`config.mk`:
```
export PLATFORM = sky130hd
export DESIGN_NAME = uart_tx_arbiter
export DESIGN_NICKNAME = d
export VERILOG_FILES = /design/src/rtl/uart_tx_arbiter.sv
export SDC_FILE = /design/constraint.sdc
export NUM_CORES = 1
export LEC_CHECK = 0
export CORE_ASPECT_RATIO = 0.7
export CORE_UTILIZATION = 37
export CTS_CLUSTER_DIAMETER = 50
export DETAILED_ROUTE_END_ITERATION = 7
export HOLD_SLACK_MARGIN = 0.12
export PLACE_DENSITY_LB_ADDON = 0.05
export SLEW_MARGIN = 5
export SYNTH_ARGS = -nofsm -noshare
export SYNTH_HDL_FRONTEND = slang
export SYNTH_SLANG_ARGS = --single-unit
```
`constraint.sdc`:
```
create_clock -name clk -period 1.6 [get_ports clk]
set_input_delay 0.4 -clock clk [delete_from_list [all_inputs] [get_ports clk]]
set_output_delay 0.4 -clock clk [all_outputs]
set_load 0.005 [all_outputs]
```
`src/rtl/uart_tx_arbiter.sv`:
```
// Round-robin, packet-locked arbiter sharing one UART transmitter among NUM_REQ byte streams.
// Define UART_ARB_TIMEOUT_EN to revoke a grant whose owner idles for TIMEOUT cycles.
module uart_tx_arbiter #(
  parameter int unsigned NUM_REQ = 2,
  parameter int unsigned TIMEOUT = 255
) (
  input  logic                   clk,
  input  logic                   reset_n,
  input  logic [NUM_REQ-1:0]     req_valid,
  input  logic [8*NUM_REQ-1:0]   req_data,
  input  logic [NUM_REQ-1:0]     req_last,
  output logic [NUM_REQ-1:0]     req_ready,
  output logic [NUM_REQ-1:0]     grant,
  output logic [7:0]             tx_data,
  output logic                   tx_start,
  input  logic                   tx_busy,
  output logic                   timeout_pulse
);

  localparam int unsigned IDX_W = (NUM_REQ > 2) ? 2 : 1;

  if (NUM_REQ < 2 || NUM_REQ > 4 || TIMEOUT < 1 || TIMEOUT > 65535) begin : g_bad_param
    $error("uart_tx_arbiter: NUM_REQ or TIMEOUT out of range");
  end

  typedef enum logic [1:0] {IDLE, LOCKED, WAIT_ACK, WAIT_DONE} state_t;

  state_t             state, state_d;
  logic [NUM_REQ-1:0] grant_d;
  logic [IDX_W-1:0]   last_owner, last_owner_d;
  logic [7:0]         tx_data_d;
  logic               tx_start_d;
  logic               release_pend, release_pend_d;

  logic [7:0]         owner_data;
  logic               owner_last;
  logic               pick_found;
  logic [IDX_W-1:0]   pick_idx;
  logic [IDX_W-1:0]   cand;
  logic               transfer;

`ifdef UART_ARB_TIMEOUT_EN
  localparam logic [15:0] TIMEOUT_LAST = 16'(TIMEOUT - 1);
  logic [15:0] idle_cnt, idle_cnt_d;
  logic        timeout_pulse_d;
  logic        owner_valid;
`endif

  // Requester index base+off wrapped into 0..NUM_REQ-1 (off never exceeds NUM_REQ)
  function automatic logic [IDX_W-1:0] rr_idx(input logic [IDX_W-1:0] base,
                                              input int unsigned off);
    int unsigned s;
    s = 32'(base) + off;
    if (s >= NUM_REQ) s = s - NUM_REQ;
    return IDX_W'(s);
  endfunction

  assign req_ready = (state == LOCKED && !tx_busy) ? grant : '0;
  assign transfer  = |(req_valid & req_ready);

  // Owner's request fields, selected by the one-hot grant
  always_comb begin
    owner_data = 8'h00;
    owner_last = 1'b0;
`ifdef UART_ARB_TIMEOUT_EN
    owner_valid = 1'b0;
`endif
    for (int i = 0; i < NUM_REQ; i++) begin
      if (grant[i]) begin
        owner_data = req_data[8*i +: 8];
        owner_last = req_last[i];
`ifdef UART_ARB_TIMEOUT_EN
        owner_valid = req_valid[i];
`endif
      end
    end
  end

  // First valid requester searching upward from last_owner+1
  always_comb begin
    pick_found = 1'b0;
    pick_idx   = '0;
    cand       = '0;
    for (int unsigned off = 1; off <= NUM_REQ; off++) begin
      cand = rr_idx(last_owner, off);
      if (!pick_found && req_valid[cand]) begin
        pick_found = 1'b1;
        pick_idx   = cand;
      end
    end
  end

  always_comb begin
    state_d        = state;
    grant_d        = grant;
    last_owner_d   = last_owner;
    tx_data_d      = tx_data;
    tx_start_d     = 1'b0;
    release_pend_d = release_pend;
`ifdef UART_ARB_TIMEOUT_EN
    idle_cnt_d      = idle_cnt;
    timeout_pulse_d = 1'b0;
`endif
    case (state)
      IDLE: begin
        if (pick_found) begin
          grant_d      = NUM_REQ'(1) << pick_idx;
          last_owner_d = pick_idx;
          state_d      = LOCKED;
`ifdef UART_ARB_TIMEOUT_EN
          idle_cnt_d   = '0;
`endif
        end
      end
      LOCKED: begin
        if (transfer) begin
          tx_data_d      = owner_data;
          tx_start_d     = 1'b1;
          release_pend_d = owner_last;
          state_d        = WAIT_ACK;
`ifdef UART_ARB_TIMEOUT_EN
          idle_cnt_d     = '0;
        end else if (!owner_valid) begin
          if (idle_cnt == TIMEOUT_LAST) begin
            grant_d         = '0;
            timeout_pulse_d = 1'b1;
            state_d         = IDLE;
            idle_cnt_d      = '0;
          end else begin
            idle_cnt_d = idle_cnt + 16'd1;
          end
        end else begin
          idle_cnt_d = '0;
`endif
        end
      end
      WAIT_ACK: begin
        if (tx_busy) state_d = WAIT_DONE;
      end
      WAIT_DONE: begin
        if (!tx_busy) begin
          if (release_pend) begin
            grant_d        = '0;
            release_pend_d = 1'b0;
            state_d        = IDLE;
          end else begin
            state_d = LOCKED;
`ifdef UART_ARB_TIMEOUT_EN
            idle_cnt_d = '0;
`endif
          end
        end
      end
      default: state_d = IDLE;
    endcase
  end

  always_ff @(posedge clk or negedge reset_n) begin
    if (!reset_n) begin
      state        <= IDLE;
      grant        <= '0;
      last_owner   <= IDX_W'(NUM_REQ - 1);
      tx_data      <= 8'h00;
      tx_start     <= 1'b0;
      release_pend <= 1'b0;
    end else begin
      state        <= state_d;
      grant        <= grant_d;
      last_owner   <= last_owner_d;
      tx_data      <= tx_data_d;
      tx_start     <= tx_start_d;
      release_pend <= release_pend_d;
    end
  end

`ifdef UART_ARB_TIMEOUT_EN
  always_ff @(posedge clk or negedge reset_n) begin
    if (!reset_n) begin
      idle_cnt      <= '0;
      timeout_pulse <= 1'b0;
    end else begin
      idle_cnt      <= idle_cnt_d;
      timeout_pulse <= timeout_pulse_d;
    end
  end
`else
  assign timeout_pulse = 1'b0;
`endif

endmodule

```
## Yosys cells after proc, flatten, opt, wreduce, memory -nomap -nowiden

Cells that the tools add are included.

- Flip-flop bits (word level): 15
- Bits in latches: 0
- RAM bits: 0
- ROM bits: 0
- Input bits: 23
- Output and inout bits: 14
- Word-level logic and storage cells: 67
- Memories kept: 0

- $add $sub $neg: 4
- Multipliers: 0
- Divide/modulo/power cells: 0
- Order comparisons: 4
- Equality and inequality tests: 8
- Shift operators: 1
- Muxes and demuxes: 30
- Bitwise logic cells: 1
- Reductions and logical operators: 13

Operators by type and width:

| operator | number |
|---|---|
| 1-bit two-way mux | 17 |
| 2-bit two-way mux | 8 |
| 8-bit two-way mux | 2 |
| 2-bit != test (second input constant) | 5 |
| 2-bit case mux with 4 select lines | 1 |
| 4-bit AND reduction | 2 |
| 2-bit == test (second input constant) | 2 |
| 1-bit by 2-bit less-than comparator with 1-bit output (second input constant) | 2 |
| 2-bit case mux with 2 select lines | 1 |
| 2-bit AND reduction | 2 |
| 2-bit nonzero test | 2 |
| 1-bit by 2-bit adder with 3-bit output (second input constant) | 1 |
| 3-bit by 2-bit >= comparator with 1-bit output (second input constant) | 1 |
| 3-bit AND reduction | 1 |
| 1-bit by 1-bit adder with 2-bit output (second input constant) | 1 |
| 2-bit AND | 1 |
| 2-bit by 1-bit == test with 1-bit output (second input constant) | 1 |
| 2-bit >= comparator (second input constant) | 1 |
| 1-bit logical AND | 2 |
| 1-bit logical NOT | 2 |
| 2-bit logical NOT | 1 |
| 1-bit case mux with 2 select lines | 1 |
| 2-bit OR reduction | 1 |
| 1-bit by 1-bit << shifter with 2-bit output (first input constant) | 1 |
| 1-bit subtractor (second input constant) | 2 |

## Depth between registers and ports, before layout

Gate-level depths: netlist of the first run.

- Depth in word-level cells: 12
- Depth in mapped cells: 8
- Gate-level depth less buffers: 6

## Worst setup path before layout of the first run

OpenSTA, ideal clock, no wires.

- Path kind: register to register
- From: register state[0]
- To: register state[0]
- Setup time: 0.128 ns
- Arrival: 1.368 ns
- Required time: 1.472 ns
- Setup slack: 0.104 ns
- Cell stages (with the launch flop): 7
- Buffers on the path: 1
- Clock period less this slack: 1.496 ns
- Path through: dfrtp_1 > inv_1 > ha_1 > clkbuf_1 > a21oi_1 > o211ai_2 > mux2_1

- Word-level cells in the longest chain between the ends: 7
- Elaborated cells between the ends (all ways): 14

RTL lines:

| what | line | text |
|---|---|---|
| start, declared | 28 | `state_t state, state_d;` |
| start signal, assigned | 167 | `state <= state_d;` |
| 2-bit by 1-bit == test with 1-bit output | 58, 104 |  |
| 1-bit logical AND | 58 | `assign req_ready = (state == LOCKED && !tx_busy) ? grant : '0;` |
| 2-bit two-way mux | 58 |  |
| 2-bit AND | 59 | `assign transfer = \|(req_valid & req_ready);` |
| 2-bit OR reduction | 59 |  |
| 2-bit != test (no source line) | n/a |  |
| 4-bit AND reduction (no source line) | n/a |  |

Parallel ways exist; a longest one is shown, timed or not.
A chain may end at the register's enable or synchronous reset.

## Final worst setup path of the first run

- From: register state[0]
- To: output port req_ready[0]

- Word-level cells in the longest chain between the ends: 3

RTL lines:

| what | line | text |
|---|---|---|
| 2-bit by 1-bit == test with 1-bit output | 58 |  |
| 1-bit logical AND | 58 |  |
| 2-bit two-way mux | 58 |  |
| end, declared | 12 | `output logic [NUM_REQ-1:0] req_ready,` |

No other way between the ends.

==> results of run 1 <==
-- per-stage QoR --
stage | instances | TNS (ns) | utilization [%]
CTS | 168 | -0.117 | 63.1
finish | 169 | -0.110 | 65.5
detailed placement | 161 | -2.19 | 59.5
global placement | 161 | -1.87 | 59.5
floorplan | 88 | 0 | -
global route | 169 | -0.288 | 65.5
-- where the power goes --
part           switching (µW)  internal (µW)  total [µW]
clock network             126           93.1         219
logic                     668            842        1510
registers                 125            575         700
-- repair_timing --
item | in CTS | in global routing
buffers inserted | 3 | 1
pin swaps | 5 | 6
endpoints found under the setup margin | 6 | 9
hold buffers | 0 | 0
resized for setup | 18 | 11
-- cells in the mapped netlist (all sizes together), types with 3 or more instances --
library cell / instances / area [µm²]
a21oi: 12 / 63.8
a22oi: 9 / 72.6
buf: 4 / 35.0
dfrtp: 14 / 350
ha: 4 / 50.1
inv: 3 / 11.3
nand2: 6 / 22.5
nor2: 11 / 41.3
o21ai: 4 / 20.0
-- layer usage --
| metal | global-route usage (%) | vias up | part of all wire [%] |
|---|---|---|---|
| met3 | 6.23 | 6 | 5.4 |
| met5 | 0 | - | 0 |
| met2 | 30.9 | 25 | 48 |
| met4 | 14.3 | 0 | 3.1 |
| met1 | 23.1 | 387 | 44 |
| li1 | - | 413 | - |
-- worst max-delay path: stages, from the launching register on --
cell and delay (ns):
dfrtp_1 0.43, ha_4 0.18, inv_2 0.07, nor2_4 0.04
and2_4 0.15, buf_6 0.11
-- worst paths after layout --
kind,depth (start not counted),end,slack [ns]
setup / recovery,5,req_ready[0],-0.06
hold reg to reg,2,tx_data[7]$_DFFE_PN0P_,0.52
hold / removal,2,grant[0]$_DFFE_PN0P_,0.41
min in group clk,2,tx_data[7]$_DFFE_PN0P_,0.52
setup reg to reg,7,state[0]$_DFFE_PN0P_,0.02
max in group asynchronous,2,last_owner$_DFFE_PN1P_,0.95
-- cell type report --
type	instances	area, µm²
flip-flops and latches	15	377
fillers	193	743
well taps	32	40.0
multi-input cells	64	472
clock inverters	1	5.00
repair buffers	51	482
inverters	3	13.8
clock buffers	3	22.5
-- kinds of logic (layout without fill, tap and decap cells) --
family / Yosys count / count (layout) / synth area share (%)
multiplexers: 2 / 2 / 2.67
AO/OA/AOI/OAI: 30 / 30 / 23.9
AND/OR/NAND/NOR: 27 / 27 / 16.0
flip-flops: 15 / 15 / 44.7
adder cells (fa/ha/maj): 4 / 4 / 5.93
other: 1 / 1 / 0.445
buffers and inverters: 9 / 58 / 6.38
-- registers in the layout, indices dropped and copies added (netlist names) --
name and cells:
grant 2, last_owner 1, release_pend 1, state 2, tx_data 8, tx_start 1
==> metrics.md, run 1 <==
| Metric | Value |
|---|---|
| Outcome | finished, violations left |
| Failing checks | negative setup slack |
| Drt initial violations | 16 |
| Synth Register Bits | 15 |
| # DRC | 0 |
| # port buffers | 35 |
| Wirelength per Cell | between 10 and 15 µm |
| Syn nets | between 100 and 150 |
| Pre-Repair DR Iteration Count | 4 |
| Synth Instances | 88 |
| Most common cell after layout, fill and taps aside | clkdlybuf4s50_1 |
| Vias in the first global route | about 750 |
| CTS tree | yes |
| Cell Area, Placed | 1280 µm² |
| Power per cell area | 1720 nW/µm² |
| Static Leakage | ~0.00063 µW |
| Post-route ant nets | 0 |
| Hold slack final | slightly above 0.4 ns |
| Critical path class | register to output pin |
| Ports | 37 |
| Die Wd | between 50 and 60 µm |
| GPL Wtd Cong | approximately 0.8 |
| Ys Warns | 0 |
| Worst reg2reg startpoint | state[1]$_DFFE_PN0P_ |
| Final setup skew | around 0.0075 ns |
| N_diodes | 0 |
| Final Max Tran Viols | 0 |
| Synth Area per Inst | around 9.6 µm² |
| Core area | 2150 µm² |
| Cell Rows | 14 |
| Final Cycle Share | 104% |
| Gr usage total | 19.9% |
| Worst EP required | roughly 1.2 ns |
| RSZ-0062 raised after global routing | yes |
| Clk Latency, worst-skew pair | between 0.2 and 0.3 ns |
| First-pass GRT wire length | around 3.4 mm |
| Via count | between 800 and 900 |
| H-tree depth | 1 |
| Share of layout cells above drive strength 1 | between 20% and 30% |
| Fraction of the yosys area taken by sequential cells | between 40 and 50% |
| Net count, final | between 150 and 200 |
| Total power | between 2000 and 2500 µW |
| Reg clk slew, reported paths | ~0.090 ns |
| Max-Cap Viols | 0 |
| Hold Crit Class | input port to asynchronous set/reset pin |
| Commonest non-fill, non-tap cells in the layout | clkdlybuf4s50_1, dfrtp_1, buf_4 |
| Pre-CTS setup slack | -0.413 ns |
| Post-synth EDFFs | 0 |
| DRT Wirelength | about 2.3 mm |
| Fin area | 1410 µm² |
| Area grow syn2layout | 67.4% |
| Ys async rst share | 100% |
| VDD IR-drop max | approximately 0.00098 V |
| Final setup vio count | 2 |
| CP Capture Type | output pin |
| Clock root cell | clkbuf_4 |
| Avg Vias per Cell | approximately 4.9 |
| Synth cell types | 29 |
| Final worst slack | -0.0614 ns |
| Largest net degree at the start of global routing | 20 |
| Mapped Area | about 840 µm² |
| Peak fanout along the critical path | 2 |
| CTS Buf Count | 3 |
| Initial antenna violation count | 0 |
| Critical path arrival | around 1.3 ns |
| Placed wire-length estimate | 1.59 mm |
| Clk buf depth | 2 |
| Die Y-Extent | between 40 and 50 µm |
| Max Freq | 0.602 GHz |
| CTS Sinks | 15 |
| Fin. Hold Viols | 0 |
| Crit path from | state[0]$_DFFE_PN0P_ |
| GR Overflow Total | 0 |
| Most used DFF post-synth | dfrtp_1 |
| Final min period | roughly 1.7 ns |
| Full die area | 2480 µm² |
| CP Launch Type | register |
| Starting density of the core | about 39% |
Note: power is estimated with default switching activity, not from simulation.
==> inputs of run 2 (changes only) <==
==> constraint.sdc (replaced) <==
create_clock -name clk -period 1.6 [get_ports clk]
set_input_delay 0.4 -clock clk [delete_from_list [all_inputs] [get_ports clk]]
set_output_delay 0.4 -clock clk [all_outputs]
set_load 0.05 [all_outputs]
==> run 2 against run 1 <==
  * The run still ends with negative setup slack left
  * Total power rose by 27%
  * Flip-flop and latch count unchanged
  * Die area unchanged
  * Clock power down 3%
  * Hold slack gained 0.016 ns
  * Global-route usage is 2.3 points lower
  * Via count decreased by 1.8%
  * Register-to-register slack lost 0.07 ns
  * Largest cell class unchanged
  * Largest power group unchanged
==> metrics.md, run 2 (synthesis results as in run 1) <==
| Metric | Value |
|---|---|
| Outcome | finished, violations left |
| Failing checks | negative setup slack |
| CTS tree | yes |
| Net count, final | 162 (-1.8%) |
| Post-CTS Hold Buffers | 0 (unchanged) |
| # port buffers | 35 (unchanged) |
| Max reg flops | 8 (unchanged) |
| Ports | 37 (unchanged) |
| RSZ-0062 raised after global routing | yes |
| Share of layout cells above drive strength 1 | 32.1% (+4.4 points) |
| Starting density of the core | 39.1% (unchanged) |
| DRT Wirelength | 1.98 mm (-12%) |
| Final Cycle Share | 105% (+0.79 points) |
| Final setup skew | 0.00272 ns (-0.00480 ns) |
| Critical path, cell by cell | inv_2 -> ha_4 -> inv_4 -> nor2_4 -> and2_4 -> buf_12 |
| CP max stage delay | 0.40 ns (-0.03 ns) |
| First-pass GRT wire length | 3.19 mm (-6.7%) |
| Area of the multi-input gates | 454 µm² (-3.7%) |
| Clock root cell | clkbuf_4 |
| CTS Sinks | 15 (unchanged) |
| Die Wd | 59.1 µm (unchanged) |
| H-tree depth | 1 (unchanged) |
| CP bufs+invs | 3 (+1) |
| Fin. Hold Viols | 0 (unchanged) |
| Top delay family on crit path | flip-flops |
| CTS Buf Count | 3 (unchanged) |
| N_diodes | 0 (unchanged) |
| Sequential cell area | 378 µm² (+0.33%) |
| Final setup vio count | 4 (+2) |
| Drt initial violations | 18 (+2) |
| Most common cell after layout, fill and taps aside | clkdlybuf4s50_1 |
| Cell Area, Placed | 1380 µm² (+7.5%) |
| Fin area | 1500 µm² (+6.5%) |
| Worst EP required | 1.20 ns (about the same) |
| Critical path arrival | 1.27 ns (about the same) |
| Critical path's slowest cell | dfrtp_1 |
| Power per cell area | 2060 nW/µm² (+19%) |
| Vias in the first global route | 725 (-3.2%) |
| Commonest non-fill, non-tap cells in the layout | clkdlybuf4s50_1, buf_12, dfrtp_1 |
| Initial antenna violation count | 0 (unchanged) |
| Final Max Tran Viols | 0 (unchanged) |
| Pre-Repair DR Iteration Count | 4 (unchanged) |
| Placed wire-length estimate | 1.44 mm (-9.1%) |
| Gr usage total | 17.6% (-2.3 points) |
| Setup TNS | -0.243 ns (-0.134 ns) |
| Final worst slack | -0.0740 ns (-0.0126 ns) |
| Hold Crit Class | input port to asynchronous set/reset pin |
| Area grow syn2layout | 78.2% |
| Via count | 816 (-1.8%) |
| CP Capture Type | output pin |
| Final min period | 1.67 ns (+0.0126 ns) |
| Largest net degree at the start of global routing | 20 (unchanged) |
| CP Launch Type | register |
| Max-Cap Viols | 0 (unchanged) |
| Clk buf depth | 2 (unchanged) |
| Max Freq | 0.597 GHz (-0.75%) |
| Top flop regs | tx_data (8), grant (2), state (2) |
| Critical path class | register to output pin |
| Peak fanout along the critical path | 2 (unchanged) |
| GPL Wtd Cong | 0.800 (+1.4%) |
| Filler cells | 161 (-17%) |
| Die Y-Extent | 41.9 µm (unchanged) |
| Clk Latency, worst-skew pair | 0.28 ns (about the same) |
| Core area | 2150 µm² (unchanged) |
| Full die area | 2480 µm² (unchanged) |
| GR Overflow Total | 0 (unchanged) |
| Cell Rows | 14 (unchanged) |
| VDD IR-drop max | 0.000996 V (+1.9%) |
| Avg Vias per Cell | 4.92 (about the same) |
| # DRC | 0 (unchanged) |
| Post-route ant nets | 0 (unchanged) |
| Wirelength per Cell | 11.9 µm (-11%) |
| Static Leakage | 0.000638 µW (+1.9%) |
| Most flops, register | tx_data |
| Reg clk slew, reported paths | 0.09 ns (about the same) |
==> run 2: changes by cell type in the layout (fill, tap and decap cells not counted), sizes merged <==
cell and change:
buf +8, clkinv -1, dlymetal6s2s -3, clkdlybuf4s50 -9, clkbuf +1, dlygate4sd2 +1
==> run 2: layout make-up <==
class | instances | share of cell area (%)
clock buffer | 4 | 1.75
inverter | 3 | 0.916
multi-input combinational | 64 | 30.2
sequential | 15 | 25.1
tap | 32 | 2.66
timing repair buffer | 48 | 39.3
==> run 2: power breakdown <==
group          internal (µW)  total [µW]  switching (µW)
clock                   96.7         212             116
combinational           1040        2090            1050
sequential               578         787             209
total                   1720        3090            1370
==> run 2: worst paths after layout <==
| kind | slack, ns | depth (start not counted) | to | start |
|---|---|---|---|---|
| min in group clk | 0.55 | 2 | last_owner$_DFFE_PN1P_ | last_owner$_DFFE_PN1P_ |
| min reg2reg | 0.55 | 2 | last_owner$_DFFE_PN1P_ | last_owner$_DFFE_PN1P_ |
| min | 0.43 | 2 | grant[0]$_DFFE_PN0P_ | reset_n |
| max in group asynchronous | 0.93 | 2 | last_owner$_DFFE_PN1P_ | reset_n |
| max | -0.07 | 6 | req_ready[1] | state[1]$_DFFE_PN0P_ |
| max reg2reg | -0.05 | 7 | state[1]$_DFFE_PN0P_ | state[0]$_DFFE_PN0P_ |
==> run 2: timing repair <==
| item | 4_1_cts | 5_1_grt |
|---|---|---|
| pin swaps | 1 | 1 |
| setup endpoints to repair | 2 | 10 |
| gates resized for setup | 9 | 4 |
| setup buffers | 4 | 1 |
| cloned | 0 | 1 |
==> run 2: per-layer routing <==
metal,wire (µm),track usage (%),vias to the layer above
met4,0,4.29,0
met2,911,26.4,32
li1,-,-,401
met1,892,23.4,383
met3,171,7.79,0
met5,0,0,-
==> run 2: worst register-to-register path, stage by stage (launching register included) <==
cell	delay (ns)
dfrtp_1	0.40
buf_4	0.15
inv_1	0.08
ha_1	0.19
nor2b_1	0.13
a21oi_2	0.14
o211ai_2	0.12
mux2_1	0.32
==> run 2: metrics by stage <==
step           util, %  instances  hold slack [ns]  setup WS (ns)  power, µW
2_1_floorplan        -         88            0.104        0.00980       1810
3_3_place_gp      63.9        156            0.520         -0.221       2670
3_5_place_dp      63.9        156            0.524         -0.234       2700
4_1_cts           67.7        164            0.430        -0.0953       3050
5_1_grt           69.7        166            0.442         -0.148       3310
6_report          69.7        166            0.429        -0.0740       3090
